`src/rtl/grf_write_arbiter.sv`:
```
// grf_write_arbiter
//
// Purpose:
//   Shares the single GRF write port between the pipeline W stage (p_*) and
//   the multiply/divide result path (m_*). MDU results are held in an
//   in-order FIFO. The pipeline normally wins the write port. If a non-empty
//   FIFO goes STARVE_LIMIT cycles without a pop, the next cycle forces an MDU
//   drain and stalls the pipeline. The winning write is registered and drives
//   the GRF directly on the following cycle. q_hit tells the hazard unit
//   whether any buffered MDU entry targets q_ra.
//
// Ports:
//   clk, rst                 clock and synchronous active-high reset
//   p_valid/p_ready          pipeline write request / accepted this cycle
//   p_pc, p_wa, p_wd         pipeline write PC, destination, data
//   m_valid/m_ready          MDU result request / FIFO can accept
//   m_pc, m_wa, m_wd         MDU result PC, destination, data
//   grf_we/wa/wd/pc          registered GRF write port (pc for trace)
//   q_ra, q_hit              hazard lookup: buffered entry targets q_ra
//   fifo_count               current FIFO occupancy
module grf_write_arbiter #(
    parameter int DEPTH        = 4,
    parameter int STARVE_LIMIT = 3,
    parameter int CNT_W        = $clog2(DEPTH + 1)
) (
    input  logic             clk,
    input  logic             rst,
    input  logic             p_valid,
    output logic             p_ready,
    input  logic [31:0]      p_pc,
    input  logic [4:0]       p_wa,
    input  logic [31:0]      p_wd,
    input  logic             m_valid,
    output logic             m_ready,
    input  logic [31:0]      m_pc,
    input  logic [4:0]       m_wa,
    input  logic [31:0]      m_wd,
    output logic             grf_we,
    output logic [4:0]       grf_wa,
    output logic [31:0]      grf_wd,
    output logic [31:0]      grf_pc,
    input  logic [4:0]       q_ra,
    output logic             q_hit,
    output logic [CNT_W-1:0] fifo_count
);

    localparam int              PTR_W   = (DEPTH > 1) ? $clog2(DEPTH) : 1;
    localparam logic [CNT_W-1:0] DEPTH_C = CNT_W'(DEPTH);
    localparam logic [3:0]       LIMIT_C = 4'(STARVE_LIMIT);

    // FIFO storage and bookkeeping
    logic [31:0]      r_memPc [DEPTH];
    logic [4:0]       r_memWa [DEPTH];
    logic [31:0]      r_memWd [DEPTH];
    logic [PTR_W-1:0] r_head;
    logic [PTR_W-1:0] r_tail;
    logic [CNT_W-1:0] r_count;
    logic [3:0]       r_starveCnt;

    // Registered GRF write port
    logic             r_grfWe;
    logic [4:0]       r_grfWa;
    logic [31:0]      r_grfWd;
    logic [31:0]      r_grfPc;

    logic             w_notEmpty;
    logic             w_force;
    logic             w_pipeGrant;
    logic             w_pop;
    logic             w_push;
    logic             w_qHit;
    logic [PTR_W-1:0] w_offset;

    // Grant selection works only on current state, so a result pushed this
    // cycle can never be popped in the same cycle. Full FIFO refuses new
    // results even when a pop happens alongside.
    always_comb begin
        w_notEmpty  = (r_count != '0);
        w_force     = w_notEmpty && (r_starveCnt >= LIMIT_C);
        w_pipeGrant = !w_force && p_valid;
        w_pop       = w_notEmpty && (w_force || !p_valid);
        w_push      = m_valid && (r_count < DEPTH_C) && (m_wa != 5'd0);
    end

    // An entry slot is occupied when its distance from the head, modulo the
    // FIFO depth, is below the current occupancy.
    always_comb begin
        w_qHit   = 1'b0;
        w_offset = '0;
        for (int i = 0; i < DEPTH; i++) begin
            w_offset = PTR_W'(i) - r_head;
            if ((CNT_W'(w_offset) < r_count) && (r_memWa[i] == q_ra) && (q_ra != 5'd0)) begin
                w_qHit = 1'b1;
            end
        end
    end

    // FIFO payload storage; contents are meaningless until counted as
    // occupied, so no reset is needed here.
    always_ff @(posedge clk) begin
        if (w_push) begin
            r_memPc[r_tail] <= m_pc;
            r_memWa[r_tail] <= m_wa;
            r_memWd[r_tail] <= m_wd;
        end
    end

    // Pointers, occupancy, starvation counter and the registered write port.
    // The starvation counter looks at occupancy before the edge: a result
    // pushed into an empty FIFO starts counting from the cycle after.
    always_ff @(posedge clk) begin
        if (rst) begin
            r_head      <= '0;
            r_tail      <= '0;
            r_count     <= '0;
            r_starveCnt <= 4'd0;
            r_grfWe     <= 1'b0;
            r_grfWa     <= 5'd0;
            r_grfWd     <= 32'd0;
            r_grfPc     <= 32'd0;
        end else begin
            if (w_push) begin
                r_tail <= r_tail + PTR_W'(1);
            end
            if (w_pop) begin
                r_head <= r_head + PTR_W'(1);
            end

            case ({w_push, w_pop})
                2'b10:   r_count <= r_count + CNT_W'(1);
                2'b01:   r_count <= r_count - CNT_W'(1);
                default: r_count <= r_count;
            endcase

            if (w_pop || !w_notEmpty) begin
                r_starveCnt <= 4'd0;
            end else if (r_starveCnt < LIMIT_C) begin
                r_starveCnt <= r_starveCnt + 4'd1;
            end

            // A pipe grant to $0 uses up the slot but writes nothing.
            if (w_pipeGrant) begin
                r_grfWe <= (p_wa != 5'd0);
                if (p_wa != 5'd0) begin
                    r_grfWa <= p_wa;
                    r_grfWd <= p_wd;
                    r_grfPc <= p_pc;
                end
            end else if (w_pop) begin
                r_grfWe <= 1'b1;
                r_grfWa <= r_memWa[r_head];
                r_grfWd <= r_memWd[r_head];
                r_grfPc <= r_memPc[r_head];
            end else begin
                r_grfWe <= 1'b0;
            end
        end
    end

    assign p_ready    = !w_force;
    assign m_ready    = (r_count < DEPTH_C);
    assign q_hit      = w_qHit;
    assign fifo_count = r_count;
    assign grf_we     = r_grfWe;
    assign grf_wa     = r_grfWa;
    assign grf_wd     = r_grfWd;
    assign grf_pc     = r_grfPc;

endmodule
```
`config.mk`:
```
export PLATFORM = sky130hd
export DESIGN_NAME = grf_write_arbiter
export DESIGN_NICKNAME = d
export VERILOG_FILES = /design/src/rtl/grf_write_arbiter.sv
export SDC_FILE = /design/constraint.sdc
export NUM_CORES = 1
export LEC_CHECK = 0
export ABC_AREA = 1
export CORE_ASPECT_RATIO = 0.75
export CORE_MARGIN = 8
export CORE_UTILIZATION = 37
export DETAILED_ROUTE_END_ITERATION = 7
export SYNTH_ARGS = -nofsm -noshare
export SYNTH_HDL_FRONTEND = slang
export SYNTH_SLANG_ARGS = --single-unit
```
`constraint.sdc`:
```
create_clock -name clk -period 4.4 [get_ports clk]
set_input_delay 0.88 -clock clk [delete_from_list [all_inputs] [get_ports clk]]
set_output_delay 0.88 -clock clk [all_outputs]
set_load 0.1 [all_outputs]
```
# --- After elaboration in Yosys (flattened, before gate mapping) ---
# Memory sizes are Yosys's and may differ from the RTL's. A register that Yosys moved wholly into a read port is not among the register bits.
# Index checks and enable logic that the tools add are counted.
totals:
  regBits: 81
  ramBits: 276
  input_bits: 147
  output_inout_bits: 76
  wordCells: 84
  memories: 3
mem_list:
  columns: ["memory", "words", "word_bits", "read_ports", "rd_ports_with_merged_regs", "wr", "line_no", "text"]
  rows:
  - ["r_memPc", 4, 32, 1, 1, 1, "52", "logic [31:0] r_memPc [DEPTH];"]
  - ["r_memWd", 4, 32, 1, 1, 1, "54", "logic [31:0] r_memWd [DEPTH];"]
  - ["r_memWa", 4, 5, 5, 1, 1, "53", "logic [4:0] r_memWa [DEPTH];"]
classes:
  n_addsub: 9
  order_cmp: 7
  n_eq_ne: 7
  n_mux: 24
  reduce_logical: 26
op_table:
  columns: ["cell", "n"]
  rows:
  - ["32-bit two-way mux", 6]
  - ["5-bit equality test", 4]
  - ["5-bit two-way mux", 3]
  - ["5-bit nonzero test", 3]
  - ["1-bit logical AND", 13]
  - ["2-bit by 3-bit < comparator with 1-bit output", 4]
  - ["2-bit two-way mux", 6]
  - ["1-bit two-way mux", 8]
  - ["3-bit case mux with 2 select lines", 1]
  - ["2-bit by 1-bit adder with 2-bit output (second input constant)", 2]
  - ["4-bit by 1-bit adder with 4-bit output (second input constant)", 1]
  - ["4-bit by 2-bit greater-or-equal comparator with 1-bit output (second input constant)", 1]
  - ["4-bit by 2-bit < comparator with 1-bit output (second input constant)", 1]
  - ["2-bit nonzero test", 2]
  - ["1-bit by 2-bit subtractor with 2-bit output (first input constant)", 2]
  - ["2-bit subtractor (first input constant)", 2]
  - ["3-bit by 1-bit adder with 3-bit output (second input constant)", 1]
  - ["1-bit logical NOT", 3]
  - ["3-bit < comparator (second input constant)", 1]
  - ["3-bit nonzero test", 1]
  - ["3-bit by 1-bit subtractor with 3-bit output (second input constant)", 1]
  - ["2-bit by 1-bit equality test with 1-bit output (second input constant)", 1]
  - ["2-bit equality test (second input constant)", 1]
  - ["1-bit logical OR", 2]
  - ["other kinds (3)", 3]

# --- Logic depth before layout (Yosys ltp) ---
# Gate-level depths: netlist of the first run.
logic_depth:
  word_depth: 8
  ltp_mapped: 16
  mapped_depth_nobuf: 14

# --- Worst setup path before layout of the first run ---
# OpenSTA, ideal clock, no wires.
synth_path:
  kind: "register to register"
  startpoint: "register r_count[2] (netlist: fifo_count[2])"
  endpoint: "memory r_memPc[0][0], enable pin"
  setup_time_ns: 0.497
  arrival_ns: 4.566
  required_ns: 3.903
  slack_ns: -0.663
  stages_incl_launch_ff: 4
  path_buffers: 0
  synth_period_minus_slack_ns: 5.063
  path_cell_list: "dfxtp_1 -> inv_2 -> nand3_1 -> nor2_1"
synth_between:
  elab_chain_len: 5
synth_lines:
  columns: ["element", "line_no", "text"]
  rows:
  - ["from (decl)", "57", "logic [CNT_W-1:0] r_count;"]
  - ["from (signal assigned)", "130", "2'b10: r_count <= r_count + CNT_W'(1);"]
  - ["from (signal assigned)", "131", "2'b01: r_count <= r_count - CNT_W'(1);"]
  - ["from (signal assigned)", "132", "default: r_count <= r_count;"]
  - ["3-bit < comparator", null, null]
  - ["via m_ready", "34", "output logic m_ready,"]
  - ["1-bit logical AND (2 in series)", "82", "w_push = m_valid && (r_count < DEPTH_C) && (m_wa != 5'd0);"]
  - ["1-bit two-way mux", "101", "if (w_push) begin"]
  - ["1-bit two-way mux (not written as such)", "102", "r_memPc[r_tail] <= m_pc;"]
  - ["to (decl)", "52", null]
# The timed path passes the listed nets, and every way through them passes these cells.

# --- Final worst setup path of the first run ---
layout_path:
  startpoint: "register r_count[1] (netlist: fifo_count[1])"
  endpoint: "output p_ready"
layout_between:
  elab_chain_len: 3
layout_lines:
  columns: ["element", "line_no", "text"]
  rows:
  - ["3-bit nonzero test", "78", "w_notEmpty = (r_count != '0);"]
  - ["1-bit logical AND", "79", "w_force = w_notEmpty && (r_starveCnt >= LIMIT_C);"]
  - ["1-bit logical NOT", "160", "assign p_ready = !w_force;"]
  - ["to (decl)", "29", "output logic p_ready,"]
# No other way between the ends.

==> results of run 1 <==
per-layer routing:
metal  global-route usage, %  vias up  wire (microns)
met5                       0        -              81
met4                    3.33       12             665
met3                    4.17       68            2670
li1                        -     5568               -
met2                    25.9      275           18300
met1                    23.3     5362           19700
worst paths after layout:
path	from	endpoint	cells after the start
max	fifo_count[1]$_SDFFE_PP0P_	p_ready	4
max reg2reg	fifo_count[2]$_SDFFE_PP0P_	fifo_count[2]$_SDFFE_PP0P_	13
min	r_starveCnt[1]$_SDFFE_PP0N_	r_starveCnt[1]$_SDFFE_PP0N_	2
min reg2reg	r_starveCnt[1]$_SDFFE_PP0N_	r_starveCnt[1]$_SDFFE_PP0N_	2
state kept, by name (all words and copies together), names as in the netlist, named ones only:
register     flops
r_starveCnt      4
fifo_count       3
r_memWa         20
r_memPc        128
grf_wa           5
grf_we           1
grf_pc          32
r_memWd        128
r_head           2
grf_wd          32
r_tail           2
synth_stat cells (3+ instances only):
cell        n  share of area (%)
a21oi_1    11               0.36
buf_1       6               0.15
buf_2      38                1.2
buf_4       3               0.15
buf_6       4               0.29
clkbuf_1   41                1.0
dfxtp_1    83                 11
edfxtp_1  276                 54
ha_1       10               0.81
inv_1      29               0.70
inv_2       5               0.12
nand2_1   387                9.4
nand3_1     7               0.23
nand3b_1   69                3.4
nor2_1    365                8.9
nor3_1      3              0.097
o21ai_0   119                3.9
o21ai_1    29               0.94
or2_2      63                2.6
xnor2_1    10               0.57
xor2_1      5               0.28
per-stage QoR:
stage                     util (%)  setup slack (ps)  power [W]  instance area [sq um]
after floorplan                  -              -663     0.0104                  15500
after global routing          46.7               849     0.0164                  19400
after detailed placement      43.7               979     0.0124                  18200
after global placement        43.7              1000     0.0123                  18200
after CTS                     46.7               925     0.0156                  19400
final                         46.7               970     0.0154                  19400
worst min-delay path, stage by stage, from the launching register on:
cell and delay [ps]:
dfxtp_1 310, nand2_1 70, a21oi_1 60
report_power, final:
part	switching, W	leakage (nW)	internal, W
Combinational	0.00547	3.67	0.00204
Clock	0.00132	0.601	0.00181
Sequential	0.000461	3.22	0.00432
Total	0.00725	7.49	0.00817
cells by family after synthesis:
logic type	Yosys count	share of synthesized area, %
AOI/OAI and AO/OA	159	5.15
DFF	359	64.4
other	1	0.0243
and+or+nand+nor	903	25.0
xor gates and xnor gates	15	0.850
buffers and inverters	127	3.68
adders and majority gates	11	0.940
final cells by class:
| type | instances | area share, % |
|---|---|---|
| Sequential cell | 359 | 51.3 |
| Clock buffer | 51 | 5.41 |
| Inverter | 35 | 0.708 |
| Timing Repair Buffer | 243 | 12.5 |
| Clock inverter | 21 | 0.831 |
| Multi-Input combinational cell | 1090 | 25.6 |
| Tap cell | 569 | 3.66 |
==> metrics.md, run 1 <==
| Metric | Value |
|---|---|
| H-tree levels | `2` |
| Layout Skew | `19.5 ps` |
| CP Data Required Time | `3520 ps` |
| Most frequent cells in the layout | `nand2_1 (387), nor2_1 (361), edfxtp_1 (276), clkdlybuf4s50_1 (220), o21ai_0 (119)` |
| Final worst-path cycle share | `77.9%` |
| Setup violations, final | `0` |
| Register area share after synthesis | `64.4%` |
| CTS tree | `yes` |
| IO buf count | `222` |
| Commonest non-fill, non-tap cell in the layout | `nand2_1` |
| P&R area growth vs syn | `25.7%` |
| Leak | `7.49 nW` |
| Layout Cells excl Fill | `2368` |
| Via density | `4.77` |
| Yosys reg bits | `359` |
| First-pass GRT wire length | `63700 microns` |
| Status | `completed` |
| WS Path Type | `flip-flop to output pin` |
| VDD IR max | `0.551 mV` |
| Area of the multi-input gates | `4970 sq um` |
| Core Box Area | `41600 sq um` |
| TritonCTS Sinks | `359` |
| Layout cells sized above 1 | `8.84%` |
| Slowest CP cell | `clkdlybuf4s50_1` |
| Syn Area/Cell | `9.81 sq um` |
| Final ANT Viol Nets | `0` |
| Period minus WS final | `3430 ps` |
| Number of global-route vias before repair | `11000` |
| Initial antenna violation count | `6` |
| Number of DRC markers in iteration 0 | `737` |
| Worst path max stage delay | `1150 ps` |
| Hold Fails Final Rpt | `0` |
| R2r setup slk | `1940 ps` |
| Number of diodes | `0` |
| Post-synth EDFFs | `276` |
| Cells along the critical path | `inv_1 -> nand3_2 -> nand2_2 -> clkdlybuf4s50_1` |
| Nets@finish | `1926` |
| Syn Inst Count | `1575` |
| Starting density of the core | `37.1%` |
| Largest net degree at the start of global routing | `81` |
| Setup crit end kind | `output pin` |
| RD Place Congestion | `0.763` |
| Die ar. | `48600 sq um` |
| Worst slew pin tran | `1060 ps` |
| Resize count post-CTS | `0` |
| Setup crit start kind | `flip-flop` |
| CP top delay family | `buffers and inverters` |
| Maximum clock path buffer count | `3` |
| Die width | `252 microns` |
| Worst relative slew slack | `29.1%` |
| Register Area | `9960 sq um` |
| Total wire length | `41400 microns` |
| Placed cell count | `2296` |
| Critical path peak fanout | `6` |
| Main synth FF type | `edfxtp_1` |
| DRT Pass-1 Iters | `4` |
| Post-CTS Setup Repair Bufs | `0` |
| Mapped Area | `15400 sq um` |
| # rows | `65` |
| Total negative slack | `0 ps` |
| Die H | `193 microns` |
| Post-DP HPWL | `25300 microns` |
| PwrDens | `794 nW/um^2` |
| Yosys cell types | `29` |
| CTS buffer count | `39` |
| RSZ-0062 raised after global routing | `no` |
| Number of buffers and inverters on the critical path | `2` |
| Num ports | `223` |
| Max-Cap Viols | `0` |
| Clk root buf | `clkbuf_16` |
| Max-slew violation count | `0` |
| Max Freq | `292 MHz` |
| Fill cell count | `3900` |
| Minimum hold slack | `484 ps` |
| Via count | `11300` |
| Clk Latency, worst-skew pair | `530 ps` |
| Synth warn | `0` |
| Async SR Flop Fraction | `0%` |
| # DRC | `0` |
| Average wire per standard cell | `17.5 microns` |
| Hold-fix buffers, CTS | `0` |
| Congestion Overflow GR | `0` |
| Crit path DAT | `2550 ps` |
| All-layer global routing usage | `16.6%` |
| Worst hold path type | `flip-flop to flip-flop` |
| Clock Pin Slew Worst Setup and Hold Paths | `60 ps` |
(Power assumes the default switching activity.)
==> run 2, diff against run 1 <==
==> constraint.sdc (replaced) <==
create_clock -name clk -period 3.42 [get_ports clk]
set_input_delay 0.684 -clock clk [delete_from_list [all_inputs] [get_ports clk]]
set_output_delay 0.684 -clock clk [all_outputs]
set_load 0.1 [all_outputs]
==> run 2 against run 1 <==
Net effect:
- sequential power increased by 25%
- largest cell class unchanged
- combinational power increased by 32%
- global-route usage decreased by 0.31 points
- critical path depth increased by 7
- highest routed layer unchanged
- critical path type unchanged
- setup slack got worse by 470 ps
- register-to-register slack got worse by 760 ps
==> metrics.md, run 2 (synthesis gave the netlist of run 1 again) <==
| Metric | Value |
|---|---|
| Max-Cap Viols | `0 (unchanged)` |
| Die H | `193 microns (unchanged)` |
| Worst hold path type | `flip-flop to flip-flop` |
| Via count | `11200 (-0.36%)` |
| Total power | `0.0198 W (+28%)` |
| RSZ-0062 raised after global routing | `no` |
| Max-slew violation count | `0 (unchanged)` |
| Pre-CTS setup slack | `596 ps (-384 ps)` |
| Fill cell count | `3853 (-1.2%)` |
| Initial antenna violation count | `2 (-4)` |
| Number of global-route vias before repair | `11000 (+0.23%)` |
| P&R area growth vs syn | `26.2%` |
| Final ANT Viol Nets | `0 (unchanged)` |
| Commonest non-fill, non-tap cell in the layout | `nand2_1` |
| Die width | `252 microns (unchanged)` |
| First-pass GRT wire length | `62800 microns (-1.4%)` |
| VDD IR max | `0.731 mV (+33%)` |
| Worst path max stage delay | `370 ps (-780 ps)` |
| Die ar. | `48600 sq um (unchanged)` |
| All-layer global routing usage | `16.3% (-0.31 points)` |
| Via density | `4.74 (-0.53%)` |
| CTS tree | `yes` |
| Nets@finish | `1930 (+0.21%)` |
| Resize count post-CTS | `0 (unchanged)` |
| Core Box Area | `41600 sq um (unchanged)` |
| Average wire per standard cell | `17.0 microns (-2.6%)` |
| PwrDens | `1010 nW/um^2 (+28%)` |
| Congestion Overflow GR | `0 (unchanged)` |
| Regs by FF count | `r_memPc (128), r_memWd (128)` |
| Reg2Reg Depth | `14 (+1)` |
| Final core utilization | `46.8% (+0.17 points)` |
| CTS buffer count | `39 (unchanged)` |
| Setup crit start kind | `flip-flop` |
| Most frequent cells in the layout | `nand2_1 (387), nor2_1 (360), edfxtp_1 (276), clkdlybuf4s50_1 (196), o21ai_0 (119)` |
| WHS Path Cells | `2 (unchanged)` |
| CP Data Required Time | `2740 ps (-780 ps)` |
| Total wire length | `40400 microns (-2.4%)` |
| Clock Pin Slew Worst Setup and Hold Paths | `60 ps (about the same)` |
| Critical path peak fanout | `3 (-3)` |
| Num ports | `223 (unchanged)` |
| Max Freq | `343 MHz` |
| H-tree levels | `2 (unchanged)` |
| Largest net degree at the start of global routing | `143 (+77%)` |
| Post-CTS Setup Repair Bufs | `0 (unchanged)` |
| Starting density of the core | `37.1% (unchanged)` |
| # rows | `65 (unchanged)` |
| Most Frequent Cell on Critical Path | `nand2_1` |
| Number of DRC markers in iteration 0 | `713 (-3.3%)` |
| Hold-fix buffers, CTS | `0 (unchanged)` |
| Layout Skew | `13.2 ps (-6.31 ps)` |
| Cells along the critical path | `xor2_1 -> inv_1 -> ha_1 -> nand3_1 -> nand2_1 -> nor2_1 -> nand2_1 -> nand2_1 -> nor2_1 -> nor2_4 -> buf_12` |
| RD Place Congestion | `0.801 (+5.0%)` |
| DRT Pass-1 Iters | `5 (+1)` |
| Status | `completed` |
| Leak | `7.55 nW (+0.86%)` |
| Post-DP HPWL | `25000 microns (-1.3%)` |
| Final worst-path cycle share | `85.3%` |
| Worst slew pin tran | `991 ps (-69.8 ps)` |
| Setup violations, final | `0 (unchanged)` |
| Crit path DAT | `2230 ps (-320 ps)` |
| Layout cells sized above 1 | `10.2% (+1.4 points)` |
| Worst relative slew slack | `33.7% (+4.7 points)` |
| PnR worst setup slack | `504 ps (-466 ps)` |
| IO buf count | `222 (unchanged)` |
| Setup crit end kind | `output pin` |
| Clk Latency, worst-skew pair | `530 ps (about the same)` |
| TritonCTS Sinks | `359 (unchanged)` |
| Placed cell count | `2300 (+0.17%)` |
| # DRC | `0 (unchanged)` |
| Slowest CP cell | `dfxtp_1` |
| Layout Cells excl Fill | `2372 (+0.17%)` |
| Clk root buf | `clkbuf_16` |
| Period minus WS final | `2920 ps` |
| Hold Fails Final Rpt | `0 (unchanged)` |
| Maximum clock path buffer count | `3 (unchanged)` |
| WS Path Type | `flip-flop to output pin` |
-- run 2: cell count changes in the layout (fill, tap and decap cells not counted), moves of 2 or more --
cell	previous run	this run
dfxtp_2	0	2
bufinv_16	2	0
inv_6	3	0
clkbuf_16	39	41
clkbuf_1	9	15
dfxtp_1	81	79
buf_4	18	37
clkdlybuf4s50_1	220	196
clkinv_2	9	4
buf_12	5	14
-- run 2: routing by layer --
layer	up-vias	track usage (%)	part of all wire, %
met5	-	0	0.072
met4	4	3.55	1.2
met3	46	3.58	4.9
met2	261	26.5	46
met1	5351	22.3	48
li1	5582	-	-
-- run 2: worst paths after layout --
path	start	end	slack, ps
max	r_head[0]$_SDFFE_PP0P_	q_hit	500
min	r_starveCnt[1]$_SDFFE_PP0N_	r_starveCnt[1]$_SDFFE_PP0N_	470
max reg2reg	r_starveCnt[0]$_SDFFE_PP0N_	fifo_count[2]$_SDFFE_PP0P_	1180
min reg2reg	r_starveCnt[1]$_SDFFE_PP0N_	r_starveCnt[1]$_SDFFE_PP0N_	470
-- run 2: power breakdown --
| group | switching (W) | internal [W] | total (W) | leakage, nW |
|---|---|---|---|---|
| Clock | 0.00164 | 0.00229 | 0.00393 | 0.577 |
| Sequential | 0.000399 | 0.00556 | 0.00596 | 3.22 |
| Combinational | 0.00720 | 0.00270 | 0.00990 | 3.76 |
-- run 2: critical path, delay by kind of cell (launching register included) --
kind | cells | cell delay (ps)
buf+inv | 2 | 260
flops | 1 | 370
simple gates | 7 | 540
fa+ha+maj | 1 | 270
xor+xnor | 1 | 260
-- run 2: metrics by stage --
| stage | hold slack (ps) | instance area, sq um | TNS, ps |
|---|---|---|---|
| after CTS | 475 | 19500 | 0 |
| final | 467 | 19500 | 0 |
| after detailed placement | 466 | 18300 | 0 |
| after global routing | 502 | 19500 | 0 |
| after global placement | 453 | 18300 | 0 |
| after floorplan | 443 | 15500 | -17380 |
-- run 2: layout make-up --
type	count	area, sq um	area share [%]
diodes	1	2.50	0.0128
well taps	569	712	3.65
multi-input cells	1090	4980	25.5
clock buffers	60	1140	5.83
repair buffers	247	2520	12.9
clock inverters	11	50.0	0.257
inverters	35	139	0.712
flip-flops and latches	359	9960	51.1
